**src/rtl/uart_tx_arb_if.sv**
```systemverilog
// Request side (three frame sources) and transmit side of the shared UART
// transmitter arbiter, bundled so the arbiter and its environment share one port.
interface uart_tx_arb_if;
  logic        resp_req;
  logic [7:0]  resp_byte;
  logic        resp_sent;
  logic        alrt_req;
  logic [7:0]  alrt_code;
  logic        tlm_en;
  logic [11:0] heading;
  logic        heading_rdy;
  logic        trmt;
  logic [7:0]  tx_data;
  logic        tx_done;
  logic        busy;
  logic        tlm_ovr;

  modport master (
    output resp_req, resp_byte, alrt_req, alrt_code, tlm_en, heading, heading_rdy, tx_done,
    input  resp_sent, trmt, tx_data, busy, tlm_ovr
  );

  modport slave (
    input  resp_req, resp_byte, alrt_req, alrt_code, tlm_en, heading, heading_rdy, tx_done,
    output resp_sent, trmt, tx_data, busy, tlm_ovr
  );
endinterface

```
**src/rtl/uart_tx_arb.sv**
```systemverilog
// Fixed-priority, non-preemptive sharing of one UART transmitter among
// command responses, fault alerts and periodic heading telemetry frames.
module uart_tx_arb #(
  parameter int TLM_PERIOD = 2500000
) (
  input logic          clk,
  input logic          rst,
  uart_tx_arb_if.slave bus
);
  localparam int            CW       = (TLM_PERIOD > 1) ? $clog2(TLM_PERIOD) : 1;
  localparam logic [CW-1:0] CNT_LAST = CW'(TLM_PERIOD - 1);
  localparam logic [7:0]    ALRT_HDR = 8'hE1;
  localparam logic [7:0]    TLM_HDR  = 8'hC3;

  typedef enum logic [1:0] {IDLE, SEND, WAIT} state_t;
  typedef enum logic [1:0] {SRC_RESP, SRC_ALRT, SRC_TLM} src_t;

  state_t          state;
  src_t            src;
  logic [2:0][7:0] frame_buf;
  logic [1:0]      idx;
  logic [1:0]      last_idx;

  logic            resp_pend, alrt_pend, tlm_pend;
  logic [7:0]      resp_val, alrt_val;
  logic [11:0]     hdg_latest, tlm_snap;
  logic [CW-1:0]   tlm_cnt;
  logic            tlm_en_d;

  logic            trmt_r, resp_sent_r, tlm_ovr_r;
  logic [7:0]      tx_data_r;

  logic            tlm_evt, any_pend;
  logic [11:0]     snap_eff;
  src_t            gnt_src;
  logic [2:0][7:0] gnt_buf;
  logic [1:0]      gnt_last;

  // A request or telemetry event arriving this very cycle competes in
  // arbitration as if it were already pending.
  assign tlm_evt  = bus.tlm_en && (tlm_cnt == CNT_LAST);
  assign any_pend = resp_pend | bus.resp_req | alrt_pend | bus.alrt_req | tlm_pend | tlm_evt;
  assign snap_eff = tlm_evt ? hdg_latest : tlm_snap;

  always_comb begin
    // NOTE: every signal gets a default first so no path leaves it unassigned (no latch).
    gnt_src  = SRC_TLM;
    gnt_last = 2'd2;
    gnt_buf  = {snap_eff[7:0], {4'h0, snap_eff[11:8]}, TLM_HDR};
    if (resp_pend || bus.resp_req) begin
      gnt_src  = SRC_RESP;
      gnt_last = 2'd0;
      gnt_buf  = {16'h0000, (bus.resp_req ? bus.resp_byte : resp_val)};
    end else if (alrt_pend || bus.alrt_req) begin
      gnt_src  = SRC_ALRT;
      gnt_last = 2'd1;
      gnt_buf  = {8'h00, (bus.alrt_req ? bus.alrt_code : alrt_val), ALRT_HDR};
    end
  end

  // NOTE: state is updated with non-blocking assignments so every register sees
  // the pre-edge values; later assignments in the block take precedence.
  always_ff @(posedge clk or posedge rst) begin
    if (rst) begin
      // NOTE: the frame buffer is a handful of flops, not a RAM, so it is reset with everything else.
      state       <= IDLE;
      src         <= SRC_RESP;
      frame_buf   <= '0;
      idx         <= 2'd0;
      last_idx    <= 2'd0;
      resp_pend   <= 1'b0;
      alrt_pend   <= 1'b0;
      tlm_pend    <= 1'b0;
      resp_val    <= 8'h00;
      alrt_val    <= 8'h00;
      hdg_latest  <= 12'h000;
      tlm_snap    <= 12'h000;
      tlm_cnt     <= '0;
      tlm_en_d    <= 1'b0;
      trmt_r      <= 1'b0;
      resp_sent_r <= 1'b0;
      tlm_ovr_r   <= 1'b0;
      tx_data_r   <= 8'h00;
    end else begin
      trmt_r      <= 1'b0;
      resp_sent_r <= 1'b0;
      tlm_en_d    <= bus.tlm_en;

      if (bus.heading_rdy) hdg_latest <= bus.heading;

      if (!bus.tlm_en || tlm_evt) tlm_cnt <= '0;
      else                        tlm_cnt <= tlm_cnt + 1'b1;

      // Latest request wins while a source waits for its grant.
      if (bus.resp_req) begin
        resp_pend <= 1'b1;
        resp_val  <= bus.resp_byte;
      end
      if (bus.alrt_req) begin
        alrt_pend <= 1'b1;
        alrt_val  <= bus.alrt_code;
      end
      if (tlm_evt) begin
        tlm_pend <= 1'b1;
        tlm_snap <= hdg_latest;
        if (tlm_pend) tlm_ovr_r <= 1'b1;
      end
      if (tlm_en_d && !bus.tlm_en) tlm_ovr_r <= 1'b0;

      case (state)
        IDLE: begin
          if (any_pend) begin
            state     <= SEND;
            src       <= gnt_src;
            frame_buf <= gnt_buf;
            last_idx  <= gnt_last;
            idx       <= 2'd0;
            trmt_r    <= 1'b1;
            tx_data_r <= gnt_buf[0];
            case (gnt_src)
              SRC_RESP: resp_pend <= 1'b0;
              SRC_ALRT: alrt_pend <= 1'b0;
              default:  tlm_pend  <= 1'b0;
            endcase
          end
        end
        SEND: state <= WAIT;
        WAIT: begin
          if (bus.tx_done) begin
            if (idx != last_idx) begin
              idx       <= idx + 2'd1;
              tx_data_r <= frame_buf[idx + 2'd1];
              trmt_r    <= 1'b1;
              state     <= SEND;
            end else begin
              if (src == SRC_RESP) resp_sent_r <= 1'b1;
              if (any_pend) begin
                state     <= SEND;
                src       <= gnt_src;
                frame_buf <= gnt_buf;
                last_idx  <= gnt_last;
                idx       <= 2'd0;
                trmt_r    <= 1'b1;
                tx_data_r <= gnt_buf[0];
                case (gnt_src)
                  SRC_RESP: resp_pend <= 1'b0;
                  SRC_ALRT: alrt_pend <= 1'b0;
                  default:  tlm_pend  <= 1'b0;
                endcase
              end else begin
                state <= IDLE;
              end
            end
          end
        end
        default: state <= IDLE;
      endcase
    end
  end

  assign bus.trmt      = trmt_r;
  assign bus.tx_data   = tx_data_r;
  assign bus.resp_sent = resp_sent_r;
  assign bus.tlm_ovr   = tlm_ovr_r;
  assign bus.busy      = (state != IDLE);
endmodule

```
**src/flat_wrapper.sv**
```systemverilog
// flat-port wrapper written by rule: the top's interface ports become plain ports
module uart_tx_arb_flat 
#(
  parameter int TLM_PERIOD = 2500000
)
  (clk, rst, bus_resp_req, bus_resp_byte, bus_alrt_req, bus_alrt_code, bus_tlm_en, bus_heading, bus_heading_rdy, bus_tx_done, bus_resp_sent, bus_trmt, bus_tx_data, bus_busy, bus_tlm_ovr);
  uart_tx_arb_if bus_i ();
  input logic clk;
  input logic rst;
  input wire logic [$bits(bus_i.resp_req)-1:0] bus_resp_req;
  input wire logic [$bits(bus_i.resp_byte)-1:0] bus_resp_byte;
  input wire logic [$bits(bus_i.alrt_req)-1:0] bus_alrt_req;
  input wire logic [$bits(bus_i.alrt_code)-1:0] bus_alrt_code;
  input wire logic [$bits(bus_i.tlm_en)-1:0] bus_tlm_en;
  input wire logic [$bits(bus_i.heading)-1:0] bus_heading;
  input wire logic [$bits(bus_i.heading_rdy)-1:0] bus_heading_rdy;
  input wire logic [$bits(bus_i.tx_done)-1:0] bus_tx_done;
  output wire logic [$bits(bus_i.resp_sent)-1:0] bus_resp_sent;
  output wire logic [$bits(bus_i.trmt)-1:0] bus_trmt;
  output wire logic [$bits(bus_i.tx_data)-1:0] bus_tx_data;
  output wire logic [$bits(bus_i.busy)-1:0] bus_busy;
  output wire logic [$bits(bus_i.tlm_ovr)-1:0] bus_tlm_ovr;
  assign bus_i.resp_req = bus_resp_req;
  assign bus_i.resp_byte = bus_resp_byte;
  assign bus_i.alrt_req = bus_alrt_req;
  assign bus_i.alrt_code = bus_alrt_code;
  assign bus_i.tlm_en = bus_tlm_en;
  assign bus_i.heading = bus_heading;
  assign bus_i.heading_rdy = bus_heading_rdy;
  assign bus_i.tx_done = bus_tx_done;
  assign bus_resp_sent = bus_i.resp_sent;
  assign bus_trmt = bus_i.trmt;
  assign bus_tx_data = bus_i.tx_data;
  assign bus_busy = bus_i.busy;
  assign bus_tlm_ovr = bus_i.tlm_ovr;
  uart_tx_arb #(.TLM_PERIOD(TLM_PERIOD)) u_core (.clk(clk), .rst(rst), .bus(bus_i));
endmodule
```
**config.mk**
```make
export PLATFORM = sky130hd
export DESIGN_NAME = uart_tx_arb_flat
export DESIGN_NICKNAME = d
export VERILOG_FILES = /design/src/rtl/uart_tx_arb_if.sv /design/src/rtl/uart_tx_arb.sv /design/src/flat_wrapper.sv
export SDC_FILE = /design/constraint.sdc
export NUM_CORES = 1
export LEC_CHECK = 0
export ABC_AREA = 0
export BUFFER_PORTS_ARGS = -buffer_cell sky130_fd_sc_hd__buf_2
export CAP_MARGIN = 20
export CORE_ASPECT_RATIO = 0.7
export CORE_MARGIN = 5
export CORE_UTILIZATION = 61
export CTS_BUF_LIST = sky130_fd_sc_hd__clkbuf_8
export DETAILED_ROUTE_END_ITERATION = 12
export HOLD_SLACK_MARGIN = 0.06
export PLACE_DENSITY = 0.94
export SLEW_MARGIN = 0
export SYNTH_ARGS = -nofsm -noshare
export SYNTH_HDL_FRONTEND = slang
export SYNTH_SLANG_ARGS = --single-unit
```
**constraint.sdc**
```tcl
create_clock -name clk -period 4.42 [get_ports clk]
set_input_delay 0.442 -clock clk [delete_from_list [all_inputs] [get_ports clk]]
set_output_delay 0.442 -clock clk [all_outputs]
set_load 0.02 [all_outputs]
```
### Yosys cells after proc, flatten, opt, wreduce, memory -nomap -nowiden

Cells that the tools add are included.
W data, S select, Z words.

* bits in registers: 109
* latch bits: 0
* bits in writable memories: 0
* bits in read-only memories: 0
* output and inout port bits: 12
* memories: 0

* add/sub/neg operators: 2
* multiply operators: 0
* div/mod/pow operators: 0
* order comparisons: 1
* equality and inequality tests: 8
* shift operators: 0
* multiplexer cells: 64
* bitwise logic cells: 5
* reductions and logical operators: 18

Operators by type and width (number)
* $mux W24: 5
* $mux W8: 6
* $pmux W24 S2: 1
* $mux W2: 14
* $mux W1: 26
* $add A22 B1 Y22 const B: 1
* $eq A22 B22 Y1 const B: 1
* $mux W22: 1
* $bmux W8 S2: 1
* $pmux W8 S2: 1
* $mux W12: 1
* $pmux W2 S2: 3
* $pmux W1 S2: 4
* $reduce_bool A2 Y1: 4
* $logic_not A2 Y1: 3
* $pmux W2 S3: 1
* $reduce_and A2 Y1: 3
* $or A1 B1 Y1: 5
* $eq A2 B1 Y1 const B: 2
* $ne A2 B2 Y1 const B: 2
* $logic_or A1 B1 Y1: 3
* $lt A2 B3 Y1 const B: 1
* $reduce_and A3 Y1: 1
* $add A2 B1 Y2 const B: 1
* other kinds (6): 7

### Depth between registers and ports, before layout

* word-level depth: 10
* gate-level depth with buffers: 8
* mapped depth without buffers: 6

### Least setup slack after synthesis

OpenSTA, ideal clock, no wires.

* kind: register to register
* from: register u_core.tlm_cnt[0]
* to: register u_core.frame_buf[17] (netlist bit)
* setup time: 0.122 ns
* data arrival time: 1.970 ns
* required time: 4.298 ns
* path slack: 2.329 ns
* cell stages (with the launch flop): 9
* buffers on the path: 2
* path through: dfrtp_1 > ha_1 > clkbuf_2 > and4bb_1 > nand4b_4 > nor2_4 > buf_6 > mux2_4 > a32o_1

* longest elaborated chain between the ends: 9
* elaborated cells between the ends (all ways): 10

RTL lines
* start, declared: RTL line uart_tx_arb.sv:27 `logic [CW-1:0] tlm_cnt;`
* start signal, assigned: RTL line uart_tx_arb.sv:92 `else tlm_cnt <= tlm_cnt + 1'b1;`
* $eq A22 B22 Y1 *: RTL line uart_tx_arb.sv:41 `assign tlm_evt = bus.tlm_en && (tlm_cnt == CNT_LAST);`
* $logic_and A1 B1 Y1 *: RTL line uart_tx_arb.sv:41
* $mux W12 *: RTL line uart_tx_arb.sv:43 `assign snap_eff = tlm_evt ? hdg_latest : tlm_snap;`
* net u_core.snap_eff[1]: RTL line uart_tx_arb.sv:34 `logic [11:0] snap_eff;`
* $mux W24 *: RTL line uart_tx_arb.sv:54 `end else if (alrt_pend || bus.alrt_req) begin`
* $mux W24 *: RTL line uart_tx_arb.sv:50 `if (resp_pend || bus.resp_req) begin`
* $mux W24 *: RTL line uart_tx_arb.sv:112, uart_tx_arb.sv:137
* $mux W24: RTL line uart_tx_arb.sv:130 `if (idx != last_idx) begin`
* $mux W24: RTL line uart_tx_arb.sv:129 `if (bus.tx_done) begin`
* $pmux W24 S2 *: RTL line uart_tx_arb.sv:110 `case (state)`
* end signal, assigned: RTL line uart_tx_arb.sv:115 `frame_buf <= gnt_buf;`
* end signal, assigned: RTL line uart_tx_arb.sv:140 `frame_buf <= gnt_buf;`
* end, declared: RTL line uart_tx_arb.sv:20 `logic [2:0][7:0] frame_buf;`

The timed path passes the listed nets; every way through them passes the cells marked *. The select of a mux whose other input is x is not followed.
A chain may end at the register's enable or synchronous reset.

### Worst setup path in the final report

* from: register u_core.idx[1]
* to: register u_core.frame_buf[11] (netlist bit)

* longest elaborated chain between the ends: 3

RTL lines
* start, declared: RTL line uart_tx_arb.sv:21 `logic [1:0] idx;`
* start signal, assigned: RTL line uart_tx_arb.sv:131 `idx <= idx + 2'd1;`
* $ne A2 B2 Y1: RTL line uart_tx_arb.sv:130
* $ne A2 B2 Y1 (no line)
* $reduce_and A3 Y1 (no line)

No other way between the ends.

==> flow_summary_export.csv <==
group,metric,value,unit
status,run_status,"completed",
yosys,synth_nets,425,
placement,place_hpwl,7.04,mm
clock_tree,tritoncts.num_buffers,9,
yosys,synth_top_flop_cell,"dfrtp_1",
floorplan,std_cell_rows,27,
cells_and_area,most-common-layout-cells,"dfrtp_1, buf_2, mux2_2, nor2_1, inv_1",
detailed_routing,avgRoutedWirePerCell,18.4,um
timing,tns,0,ps
cells_and_area,finalInstanceArea,5230,sq um
timing,report.final.slew_viol_count,0,
yosys,synth.cell_area,4790,sq um
critical_path,critical_path.startpoint_type,"flop",
detailed_routing,drt_first_iter_violations,397,
power_and_ir_drop,maximum_vdd_drop,0.372,mV
cells_and_area,nets,466,
timing,worst-slew-pin-transition,866,ps
cells_and_area,antenna_diode_instance_count,0,
clock_tree,tritoncts,"done",
global_routing,grt_remaining_overflow,0,
global_routing,vias_in_the_first_global_route,3149,
floorplan,area_inside_the_core_boundary,7770,sq um
yosys,register_bit_total_from_synthesis,107,
cells_and_area,commonest_non_fill_non_tap_cell_in_the_layout,"dfrtp_1",
cells_and_area,drive_gt1_frac,0.297,
floorplan,die_h,84.1,um
floorplan,floorplan.die_area,9750,sq um
detailed_routing,detail_route.drc_violations,0,
critical_path,worst-setup-path-type,"flop to flop",
placement,dp_worst_setup_slack,1890,ps
yosys,netlist.area_leader.share,0.559,
clock_tree,clk_transition_reported_paths,100,ps
clock_tree,cts-hold-fix-buffers,0,
detailed_routing,vias,3172,
detailed_routing,total_routed_length,9.87,mm
global_routing,global_route_wire_length_before_repair,16.2,mm
power_and_ir_drop,power,2580,uW
clock_tree,clock_sink_count,107,
timing,max-slew-margin-rel,0.422,
floorplan,die_w,116,um
yosys,netlist_top_cells_area,"dfrtp_1, mux2_2, nor2_1",
critical_path,timing.critical_path.arrival,2900,ps
yosys,async_flop_share,1.00,
global_routing,maximum_number_of_pins_on_one_net_before_global_route_repair,74,
yosys,synth-seq-area-share,0.559,
clock_tree,post-cts-setup-buffer-count,0,
clock_tree,root_buffer,"clkbuf_8",
yosys,yosysWarnings,0,
timing,hold_viol,0,
timing,final.min_clock_period,2620,ps
timing,final.hold.worst_slack,228,ps
yosys,edff_count_synth,0,
detailed_routing,detail_route.first_pass.iterations,5,
yosys,post_synth.cell_area_avg,12.3,sq um
global_routing,grt_antenna_before_repair,0,
hold_path,min-delay-path-class,"primary input to flop",
timing,fin_ws,1800,ps
yosys,synthCells,389,
floorplan,effective_utilization_at_floorplan,0.616,
timing,rsz0062_at_grt,"false",
timing,timing.clock.skew,17.2,ps
cells_and_area,syn2layout_area_growth,9.33,%
yosys,yosys.area.top_type,"dfrtp_1",
clock_tree,insertion_delay,370,ps
timing,final.period_utilization,0.592,
critical_path,timing.critical_path.required,4700,ps
flow_run,maxCapViolCount,0,
placement,place_congestion,0.882,
clock_tree,ctsLongestPathBuffers,2,
timing,max_freq,0.382,GHz
critical_path,worst-path-max-fanout,13,
cells_and_area,fillerInstances,550,
critical_path,cp-end-kind,"flop",
power_and_ir_drop,standby_leakage_power,0.00245,uW
detailed_routing,ant_nets,0,
global_routing,globalRouteTotalUtil,0.215,
detailed_routing,avgViaCountPerCell,5.92,
yosys,post_synth_num_cell_types,58,
placement,placement.io_buffers,46,
clock_tree,total_number_of_h_tree_levels,3,
clock_tree,cts_resized,0,
timing,finalSetupViolCount,0,
placement,post_dp_cell_area,5060,sq um
power_and_ir_drop,power_per_cell_area,493,nW/um^2
floorplan,top_level_ports,47,
-- synthesized netlist by cell type, drive strengths merged, types with 2 or more instances --
master	instances
o21ai	11
or3	3
o31ai	2
nor2b	2
or2	3
nand2	16
o22ai	4
a221oi	3
o221ai	4
inv	25
nor4	3
nor4b	2
nand3	7
o2bb2ai	4
and4bb	2
a32o	8
xor2	9
nand4	5
and3	3
buf	11
dfrtp	107
nor2	32
nor3b	2
clkbuf	7
and4	2
a21o	5
a22o	8
nand2b	4
a21oi	9
a22oi	7
xnor2	10
mux2	45
nor3	7
mux2i	9
-- cell families (layout without fill, tap and decap cells) --
family	after synthesis	after routing	share of synthesized area
xor+xnor	19	19	0.0348
buf+inv	43	89	0.0408
fa+ha+maj	1	1	0.00261
simple gates	96	96	0.118
compound gates	69	69	0.115
flops	107	107	0.559
mux	54	54	0.129
-- layer usage --
layer / wire length (um) / track usage
met1: 4560 / 0.319
met2: 4510 / 0.315
met3: 696 / 0.0609
met4: 95 / 0.0548
met5: 0 / 0
-- power breakdown --
part	internal [uW]	switching (uW)	leakage (uW)	total [uW]
Combinational	305	444	0.000981	749
Sequential	1150	145	0.00137	1290
Clock	209	332	0.0000942	541
Total	1660	922	0.00245	2580
-- flip-flops by register name (all words and copies together), names as in the netlist --
name and flops:
u_core.tlm_snap 12, u_core.alrt_pend 1, u_core.frame_buf 24, u_core.alrt_val 8, u_core.tlm_pend 1, u_core.last_idx 2
u_core.resp_pend 1, u_core.tlm_en_d 1, u_core.bus.trmt 1, u_core.hdg_latest 12, u_core.resp_val 8, u_core.bus.resp_sent 1
u_core.state 2, u_core.idx 2, u_core.bus.tx_data 8, u_core.tlm_cnt 22, u_core.bus.tlm_ovr 1
-- worst paths after layout --
kind                                                     endpoint  slack, ps                              start  depth (start not counted)
worst max-delay path             u_core.frame_buf[11]$_DFFE_PP0P_       1800          u_core.idx[1]$_DFFE_PP0P_                          5
worst min-delay path                    u_core.tlm_en_d$_DFF_PP0_        230                         bus_tlm_en                          1
worst max register to register   u_core.frame_buf[11]$_DFFE_PP0P_       1800          u_core.idx[1]$_DFFE_PP0P_                          5
worst min register to register  u_core.bus.tx_data[4]$_DFFE_PP0P_        490  u_core.bus.tx_data[4]$_DFFE_PP0P_                          1
max in group asynchronous           u_core.tlm_snap[11]$_DFF_PP0_       3200                                rst                          3
min in group asynchronous             u_core.tlm_cnt[5]$_DFF_PP0_        260                                rst                          2
-- per-stage QoR --
stage,utilization,std cells
floorplan,-,389
global placement,0.651,520
detailed placement,0.651,520
CTS,0.674,536
global route,0.674,536
finish,0.674,536
-- area by class of cell --
class	count	area, sq um	share of cell area
multi-input combinational	239	1910	0.366
timing repair buffer	48	245	0.0469
tap	101	126	0.0241
inverter	25	96.3	0.0184
sequential	107	2680	0.512
clock buffer	9	124	0.0237
clock inverter	7	50.0	0.00956
-- worst max-delay path, stage by stage (launching register included) --
cell and delay [ps]:
dfrtp_1 670, xor2_1 270, o31ai_4 520, nor2b_1 740, nand2_4 120, o221ai_1 200
Power figures use the tool's default switching activity.
